<file path="src/rtl/cr_lt_ctrl.sv">
// cr_lt_ctrl: clock-recovery link-training sequencer for the DP source.
// It programs the PHY, writes TPS1 and the drive settings over AUX, waits
// the CR interval, and then reads the lane status. When a lane has not
// locked, it asks cr_err_chk for a decision and applies the returned
// drive, bandwidth or lane-count change.
// Optional feature: define CR_AUX_TIMEOUT_EN to enable the AUX ack watchdog.
// The watchdog retries a request twice, then fails on the third timeout.
module cr_lt_ctrl #(
  parameter int CR_WAIT_CYC = 400,
  parameter int CHK_TO_CYC  = 16,
  parameter int AUX_TO_CYC  = 1024
) (
  input  logic        clk,
  input  logic        rst_n,
  input  logic        lt_start,
  input  logic [7:0]  link_bw_in,
  input  logic [1:0]  link_lc_in,
  input  logic [1:0]  max_vtg_in,
  output logic        aux_req,
  output logic        aux_rd,
  input  logic        aux_ack,
  input  logic [23:0] aux_rd_data,
  output logic [7:0]  phy_bw,
  output logic [1:0]  phy_lc,
  output logic [7:0]  phy_vtg,
  output logic [7:0]  phy_pre,
  output logic        config_param_vld,
  output logic [7:0]  link_bw_cr,
  output logic [1:0]  link_lc_cr,
  output logic [1:0]  max_vtg,
  output logic        cr_chk_start,
  output logic [7:0]  adj_vtg,
  output logic [7:0]  adj_pre,
  output logic        cr_completed,
  output logic        fsm_cr_failed,
  input  logic [7:0]  new_bw_cr,
  input  logic [1:0]  new_lc_cr,
  input  logic        err_cr_failed,
  input  logic        drive_setting_flag,
  input  logic        bw_flag,
  input  logic        lc_flag,
  output logic        cr_done,
  output logic        cr_fail,
  output logic        busy
);

`ifdef CR_AUX_TIMEOUT_EN
  localparam bit AUX_WD_EN = 1'b1;
`else
  localparam bit AUX_WD_EN = 1'b0;
`endif

  localparam int IW = $clog2(CR_WAIT_CYC) + 1;
  localparam int CW = $clog2(CHK_TO_CYC) + 1;
  localparam int AW = $clog2(AUX_TO_CYC) + 1;

  typedef enum logic [3:0] {
    S_IDLE      = 4'd0,
    S_CONFIG    = 4'd1,
    S_WR_TP     = 4'd2,
    S_WAIT_INTV = 4'd3,
    S_RD_STS    = 4'd4,
    S_EVAL      = 4'd5,
    S_CHK_WAIT  = 4'd6,
    S_DONE      = 4'd7,
    S_FAIL      = 4'd8
  } state_t;

  state_t        state_r;
  logic [IW-1:0] intv_cnt_r;
  logic [CW-1:0] chk_cnt_r;
  logic [AW-1:0] aux_to_cnt_r;
  logic [1:0]    aux_retry_r;
  logic [3:0]    sts_done_r;

  logic          aux_ack_ok_s;
  logic          aux_to_hit_s;
  logic          is_rd_s;

  // The lanes that must report CR_DONE for the current lane count.
  function automatic logic [3:0] lane_mask(input logic [1:0] lc);
    case (lc)
      2'b00:   lane_mask = 4'b0001;
      2'b01:   lane_mask = 4'b0011;
      2'b11:   lane_mask = 4'b1111;
      default: lane_mask = 4'b0001;
    endcase
  endfunction

  // Qualify the AUX ack and detect a watchdog expiry on the pending request.
  always_comb begin
    aux_ack_ok_s = aux_req & aux_ack;
    aux_to_hit_s = AUX_WD_EN & aux_req & ~aux_ack &
                   (aux_to_cnt_r == AW'(AUX_TO_CYC - 1));
    is_rd_s      = (state_r == S_RD_STS);
  end

  // Training sequencer: state, counters and all registered outputs.
  always_ff @(posedge clk or negedge rst_n) begin
    if (!rst_n) begin
      state_r          <= S_IDLE;
      intv_cnt_r       <= '0;
      chk_cnt_r        <= '0;
      aux_to_cnt_r     <= '0;
      aux_retry_r      <= 2'd0;
      sts_done_r       <= 4'd0;
      aux_req          <= 1'b0;
      aux_rd           <= 1'b0;
      phy_bw           <= 8'd0;
      phy_lc           <= 2'd0;
      phy_vtg          <= 8'd0;
      phy_pre          <= 8'd0;
      config_param_vld <= 1'b0;
      link_bw_cr       <= 8'd0;
      link_lc_cr       <= 2'd0;
      max_vtg          <= 2'd0;
      cr_chk_start     <= 1'b0;
      adj_vtg          <= 8'd0;
      adj_pre          <= 8'd0;
      cr_completed     <= 1'b0;
      fsm_cr_failed    <= 1'b0;
      cr_done          <= 1'b0;
      cr_fail          <= 1'b0;
      busy             <= 1'b0;
    end else begin
      // One-cycle strobes default low.
      config_param_vld <= 1'b0;
      cr_chk_start     <= 1'b0;
      cr_done          <= 1'b0;
      cr_completed     <= 1'b0;
      cr_fail          <= 1'b0;
      fsm_cr_failed    <= 1'b0;

      case (state_r)
        S_IDLE: begin
          if (lt_start) begin
            phy_bw       <= link_bw_in;
            phy_lc       <= link_lc_in;
            link_bw_cr   <= link_bw_in;
            link_lc_cr   <= link_lc_in;
            max_vtg      <= max_vtg_in;
            phy_vtg      <= 8'd0;
            phy_pre      <= 8'd0;
            aux_to_cnt_r <= '0;
            aux_retry_r  <= 2'd0;
            busy         <= 1'b1;
            state_r      <= S_CONFIG;
          end else begin
            state_r      <= S_IDLE;
          end
        end

        S_CONFIG: begin
          config_param_vld <= 1'b1;
          state_r          <= S_WR_TP;
        end

        S_WR_TP, S_RD_STS: begin
          if (aux_ack_ok_s) begin
            aux_req      <= 1'b0;
            aux_rd       <= 1'b0;
            aux_to_cnt_r <= '0;
            aux_retry_r  <= 2'd0;
            if (is_rd_s) begin
              sts_done_r <= aux_rd_data[3:0];
              adj_vtg    <= aux_rd_data[15:8];
              adj_pre    <= aux_rd_data[23:16];
              state_r    <= S_EVAL;
            end else begin
              intv_cnt_r <= '0;
              state_r    <= S_WAIT_INTV;
            end
          end else if (aux_to_hit_s) begin
            // Drop the request for one cycle; the next cycle reissues it.
            aux_req      <= 1'b0;
            aux_to_cnt_r <= '0;
            if (aux_retry_r == 2'd2) begin
              aux_retry_r <= 2'd0;
              aux_rd      <= 1'b0;
              state_r     <= S_FAIL;
            end else begin
              aux_retry_r <= aux_retry_r + 2'd1;
            end
          end else begin
            aux_req <= 1'b1;
            aux_rd  <= is_rd_s;
            if (AUX_WD_EN && aux_req) begin
              aux_to_cnt_r <= aux_to_cnt_r + AW'(1);
            end else begin
              aux_to_cnt_r <= aux_to_cnt_r;
            end
          end
        end

        S_WAIT_INTV: begin
          if (intv_cnt_r == IW'(CR_WAIT_CYC - 1)) begin
            // Raise the read request on the transition so it lands on time.
            aux_req      <= 1'b1;
            aux_rd       <= 1'b1;
            aux_to_cnt_r <= '0;
            state_r      <= S_RD_STS;
          end else begin
            intv_cnt_r   <= intv_cnt_r + IW'(1);
          end
        end

        S_EVAL: begin
          if ((sts_done_r & lane_mask(phy_lc)) == lane_mask(phy_lc)) begin
            state_r      <= S_DONE;
          end else begin
            cr_chk_start <= 1'b1;
            chk_cnt_r    <= '0;
            state_r      <= S_CHK_WAIT;
          end
        end

        S_CHK_WAIT: begin
          if (err_cr_failed) begin
            state_r <= S_FAIL;
          end else if (lc_flag) begin
            phy_lc  <= new_lc_cr;
            phy_bw  <= new_bw_cr;
            phy_vtg <= 8'd0;
            phy_pre <= 8'd0;
            state_r <= S_WR_TP;
          end else if (bw_flag) begin
            phy_bw  <= new_bw_cr;
            phy_vtg <= 8'd0;
            phy_pre <= 8'd0;
            state_r <= S_WR_TP;
          end else if (drive_setting_flag) begin
            phy_vtg <= adj_vtg;
            phy_pre <= adj_pre;
            state_r <= S_WR_TP;
          end else if (chk_cnt_r == CW'(CHK_TO_CYC - 1)) begin
            state_r <= S_FAIL;
          end else begin
            chk_cnt_r <= chk_cnt_r + CW'(1);
          end
        end

        S_DONE: begin
          cr_done      <= 1'b1;
          cr_completed <= 1'b1;
          busy         <= 1'b0;
          state_r      <= S_IDLE;
        end

        S_FAIL: begin
          cr_fail       <= 1'b1;
          fsm_cr_failed <= 1'b1;
          aux_req       <= 1'b0;
          aux_rd        <= 1'b0;
          busy          <= 1'b0;
          state_r       <= S_IDLE;
        end

        default: begin
          aux_req <= 1'b0;
          aux_rd  <= 1'b0;
          busy    <= 1'b0;
          state_r <= S_IDLE;
        end
      endcase
    end
  end

endmodule
</file>
<file path="config.mk">
export PLATFORM = sky130hd
export DESIGN_NAME = cr_lt_ctrl
export DESIGN_NICKNAME = d
export VERILOG_FILES = /design/src/rtl/cr_lt_ctrl.sv
export SDC_FILE = /design/constraint.sdc
export NUM_CORES = 1
export LEC_CHECK = 0
export ABC_AREA = 1
export CAP_MARGIN = 0
export CORE_ASPECT_RATIO = 1.5
export CORE_UTILIZATION = 50
export DETAILED_ROUTE_END_ITERATION = 10
export PLACE_DENSITY = 0.84
export SLEW_MARGIN = 20
export SYNTH_ARGS = -nofsm -noshare
export SYNTH_HDL_FRONTEND = slang
export SYNTH_SLANG_ARGS = --single-unit
</file>
<file path="constraint.sdc">
create_clock -name clk -period 2.69 [get_ports clk]
set_clock_uncertainty 0.2 [all_clocks]
set_input_delay 0.807 -clock clk [delete_from_list [all_inputs] [get_ports clk]]
set_output_delay 0.807 -clock clk [all_outputs]
set_load 0.02 [all_outputs]
</file>
After elaboration in Yosys (flattened, before gate mapping). Index checks and enable logic that the tools add are counted.

Add/subtract/negate cells: 2. Equal/unequal tests: 28. Multiplexer cells: 56. Bitwise logic cells: 4. Reduce and logical (&&, ||, !) cells: 17.

Operator list (number): two-way mux 8 bit (13); case mux 8 bit (2 select lines) (3); two-way mux 4 bit (8); two-way mux 10 bit (3); two-way mux 5 bit (6); != test 2 bit (second input constant) (12); case mux 4 bit (6 select lines) (1); case mux 10 bit (2 select lines) (1); equality test 4 x 3 -> 1 bit (second input constant) (4); AND reduction 4 bit (4); two-way mux 1 bit (11); adder 10 x 1 -> 10 bit (second input constant) (1); equality test 10 x 9 -> 1 bit (second input constant) (1); case mux 5 bit (2 select lines) (1); equality test 4 x 2 -> 1 bit (second input constant) (2); case mux 4 bit (2 select lines) (1); AND reduction 7 bit (1); two-way mux 2 bit (3); != test 6 bit (second input constant) (1); case mux 1 bit (3 select lines) (2); AND reduction 2 bit (3); AND reduction 3 bit (2); nonzero test 2 bit (3); OR reduction 6 bit (1); other kinds (18) (19).

Bits in registers: 84. Bits of input ports: 54. Output and inout port bits: 63. Word-level logic and storage cells: 127.

Longest topological paths before layout.
Word-level depth: 7. Depth in mapped cells: 9. Gate-level depth less buffers: 9.

Least setup slack after synthesis. OpenSTA, ideal clock, no wires.

Path kind: input-to-reg. From: input bw_flag. To: register chk_cnt_r[3]. Library setup time: 120 ps. Data arrival time: 1576 ps. Data required time: 2370 ps. Path slack: 795 ps. Stages on the path: 6. Buffers on the path: 0. Cell sequence: nor2_1 -> inv_1 -> o21ai_1 -> nand3_2 -> nand2_1 -> nand2_1.

Word-level cells in the longest chain between the ends: 2.

Ends and longest elaborated chain: start: declaration (line 40) `input logic bw_flag,`; != test 2 bit (no source line); AND reduction 7 bit (no source line); end signal: assignment (line 238) `chk_cnt_r <= chk_cnt_r + CW'(1);`; end: declaration (line 71) `logic [CW-1:0] chk_cnt_r;`.

No other way between the ends. A chain may end at the register's enable or synchronous reset.

Final worst setup path.
From: register phy_lc[0]. To: output phy_lc[0].

RTL lines: start: declaration (line 24) `output logic [1:0] phy_lc,`; start signal: assignment (line 138) `phy_lc <= link_lc_in;`; start signal: assignment (line 221) `phy_lc <= new_lc_cr;`.

No word-level cell between the ends.

==> key figures <==
Job
  – Max-cap violations: 0

Clock tree
  – CTS Buffer Depth: 2
  – CTS Buf Count: 9
  – Cts repair resizes: 0
  – Clk sink count: 84
  – H-tree levels: 3
  – Post-CTS Setup Repair Bufs: 0
  – Clock Latency Late Sink: 0.34 ns
  – Hold bufs inserted after CTS: 0
  – CTS tree: done
  – CTS Root Cell: clkbuf_16
  – Worst-path clk slew: 0.06 ns

Placed design
  – # port buffers: ~110
  – Final HPWL from detailed placement: between 7000 and 8000 um
  – GP Congestion: around 0.85

Outcome
  – Status: finished, final reports clean

Floorplan
  – Number of cell rows: 39
  – Initial Utilization: 0.522
  – DIE WIDTH: roughly 76 um
  – Floorplan core area: 0.00776 sq mm
  – IO Count: ~120
  – Die Y: 112 um
  – Area of the die: 0.00848 sq mm

Route
  – DRC viols: 0
  – Detail Route Antenna Nets: 0
  – Router iterations before antenna repair: 5
  – 1st-iter DRT viols: 330
  – WL per Instance: 13.7 um
  – Via count: around 3.8k
  – Drt total wl: between 10000 and 15000 um
  – Routed vias/inst: 5.09

Worst setup path
  – WP data required: around 1.7 ns
  – Worst EP arrival: roughly 1.4 ns
  – Cell depth of the worst flop-to-flop path: 7
  – R2r setup slk: ~0.60 ns
  – CP max stage delay: ~0.64 ns
  – CP cell instances: clkdlybuf4s50_1
  – Setup Crit Path Kind: flop to primary output
  – Crit path max-delay cell type: clkdlybuf4s50_1
  – Reg-to-Reg End: sts_done_r[1]
  – Crit path launch type: flop
  – CP bufs+invs: 1
  – Worst Path Max Fanout: 4
  – CP top delay family: buffers and inverters
  – Endpoint type of the worst setup path: primary output
  – Worst flop-to-flop path startpoint: state_r[1]

Synth
  – Post-Syn Nets: between 500 and 600
  – Synth Register Bits: between 80 and 90
  – Seq/Total Area, Yosys: 0.519
  – Ys flop type: dfrtp_1
  – Number of synthesized flops with an enable pin: 0
  – Number of warnings issued by yosys: 0
  – Cell area after synthesis: 0.00405 sq mm
  – Unique masters post-synth: 31
  – Synth Instances: between 500 and 600
  – Avg Inst Size Synth: between 7 and 8 sq um
  – Fraction of registers with async set/reset: 1.00

Timing
  – Relative slew slack: 0.661
  – Final worst-path cycle share: 0.884
  – Fin. max-slew vios: 0
  – Worst Tran Pin Value: about 0.51 ns
  – Post-route minimum period: approximately 2.4 ns
  – RSZ-0062 raised after global routing: no
  – Final hold viol count: 0
  – Fin Setup TNS: 0 ns
  – Final setup viols: 0
  – Max frequency: 0.420 GHz

Pwr
  – Power Density: between 1000 and 1500 mW/mm^2
  – Clk pwr share: 0.216
  – Seq pwr share: 0.340
  – Combinational Power Share: 0.444
  – Leakage: 0.00272 uW
  – Switch Pwr: 2390 uW
  – Internal: around 3500 uW
  – Peak VDD IR: 0.000668 V
  – Sw Ratio: 0.408

Cells and area
  – Nets: just under 700
  – Fillcell total: between 500 and 600
  – FF+latch area: 0.00210 sq mm
  – Util after Layout: 0.720
  – Fraction of layout cells with a size suffix above 1: 0.0766
  – Area grow syn2layout: 37.7%
  – Antenna cell count: 0
  – Area taken by multi-input logic gates: 0.00173 sq mm

Min path
  – Hold/Removal Path Class: input pin to asynchronous set/reset pin

Global route
  – First-pass GRT wire length: ~17000 um
  – Largest net degree at the start of global routing: 38
  – Met1 usage: 0.314
  – M3 GR Usage: 0.0655
  – Gr usage total: 0.266
  – Vias in the first global route: around 3.8k
  – Grt total ovfl: 0
  – Initial antenna violation count: 0
  – Met2 Resource Use GR: 0.465
  – GR peak layer: met2
-- area by class of cell --
| class | instances | share of cell area |
|---|---|---|
| multi-input cells | 389 | 0.309 |
| well taps | 102 | 0.0229 |
| inverters | 30 | 0.0202 |
| clock inverters | 5 | 0.0108 |
| repair buffers | 121 | 0.217 |
| clock buffers | 11 | 0.0435 |
| flip-flops and latches | 84 | 0.377 |
-- cells by family after synthesis --
| logic type | after synthesis | share of synthesized area |
|---|---|---|
| flops | 84 | 0.519 |
| simple gates | 348 | 0.359 |
| compound gates | 35 | 0.0509 |
| fa+ha+maj | 3 | 0.00926 |
| xor+xnor | 3 | 0.00648 |
| buf+inv | 47 | 0.0556 |
-- per-stage QoR --
step | hold WS [ns] | setup slack, ns | power, uW | instance area [sq um] | instances
finish | 0.236 | 0.311 | 5850 | 5580 | 742
global route | 0.272 | 0.271 | 6250 | 5580 | 742
CTS | 0.246 | 0.301 | 5880 | 5580 | 742
detailed placement | 0.259 | 0.273 | 4580 | 5280 | 726
global placement | 0.253 | 0.302 | 4490 | 5280 | 726
floorplan | 0.236 | 0.795 | 3490 | 4050 | 520
-- cells in the mapped netlist, types with 2 or more instances --
| master | number | share of area |
|---|---|---|
| a21oi_1 | 3 | 0.0037 |
| buf_2 | 6 | 0.0074 |
| buf_4 | 3 | 0.0056 |
| buf_6 | 4 | 0.011 |
| clkbuf_1 | 4 | 0.0037 |
| dfrtp_1 | 84 | 0.52 |
| ha_1 | 3 | 0.0093 |
| inv_1 | 24 | 0.022 |
| inv_2 | 6 | 0.0056 |
| nand2_1 | 246 | 0.23 |
| nand2_2 | 6 | 0.0093 |
| nand3_1 | 42 | 0.052 |
| nand3_2 | 2 | 0.0049 |
| nand4_1 | 9 | 0.014 |
| nor2_1 | 32 | 0.030 |
| nor2_2 | 3 | 0.0046 |
| nor2_4 | 3 | 0.0083 |
| o21ai_0 | 8 | 0.0099 |
| o21ai_1 | 19 | 0.023 |
| xor2_1 | 2 | 0.0043 |
-- per-layer routing --
metal / vias up / part of all wire
li1: 1868 / -
met1: 1774 / 0.39
met2: 124 / 0.53
met3: 12 / 0.056
met4: 0 / 0.017
met5: - / 0
-- placed cells by master, fill, tap and decap left out, types with 2 or more instances in the layout --
cell	instances
nand2_2	6
o21ai_1	19
nand4_1	9
a21oi_1	3
dfrtp_1	84
clkdlybuf4s50_1	111
inv_1	24
nor2_1	32
nand2_1	246
inv_2	6
buf_12	2
nand3_2	2
nand3_1	42
clkbuf_16	9
xor2_1	2
o21ai_0	8
buf_4	8
ha_1	3
nor2_2	3
nor2_4	3
-- worst max-delay path by stage --
stage | start | end | slack (ns) | depth (start not counted)
3_5_place_dp | lt_start | phy_bw[7] | 0.27 | 7
5_1_grt | phy_lc[0] | phy_lc[0] | 0.27 | 1
4_1_cts | phy_lc[0] | phy_lc[0] | 0.30 | 1
6_report | phy_lc[0] | phy_lc[0] | 0.31 | 1
3_3_place_gp | lt_start | phy_bw[0] | 0.30 | 7
2_1_floorplan | bw_flag | chk_cnt_r[3] | 0.79 | 6
-- sequential cells by signal, indices dropped and copies added, names as in the netlist, 2 cells and up --
name        count
max_vtg         2
adj_pre         8
intv_cnt_r     10
phy_bw          8
adj_vtg         8
chk_cnt_r       5
link_lc_cr      2
phy_vtg         8
link_bw_cr      8
phy_pre         8
phy_lc          2
state_r         4
sts_done_r      4
-- power groups by stage --
stage	logic (uW)	registers [uW]	clock network, uW
2_1_floorplan	1170	2330	0
4_1_cts	2610	1980	1280
3_3_place_gp	2510	1980	0
5_1_grt	2860	2050	1340
3_5_place_dp	2590	1990	0
6_report	2600	1990	1260
Note: power is estimated with default switching activity, not from simulation.
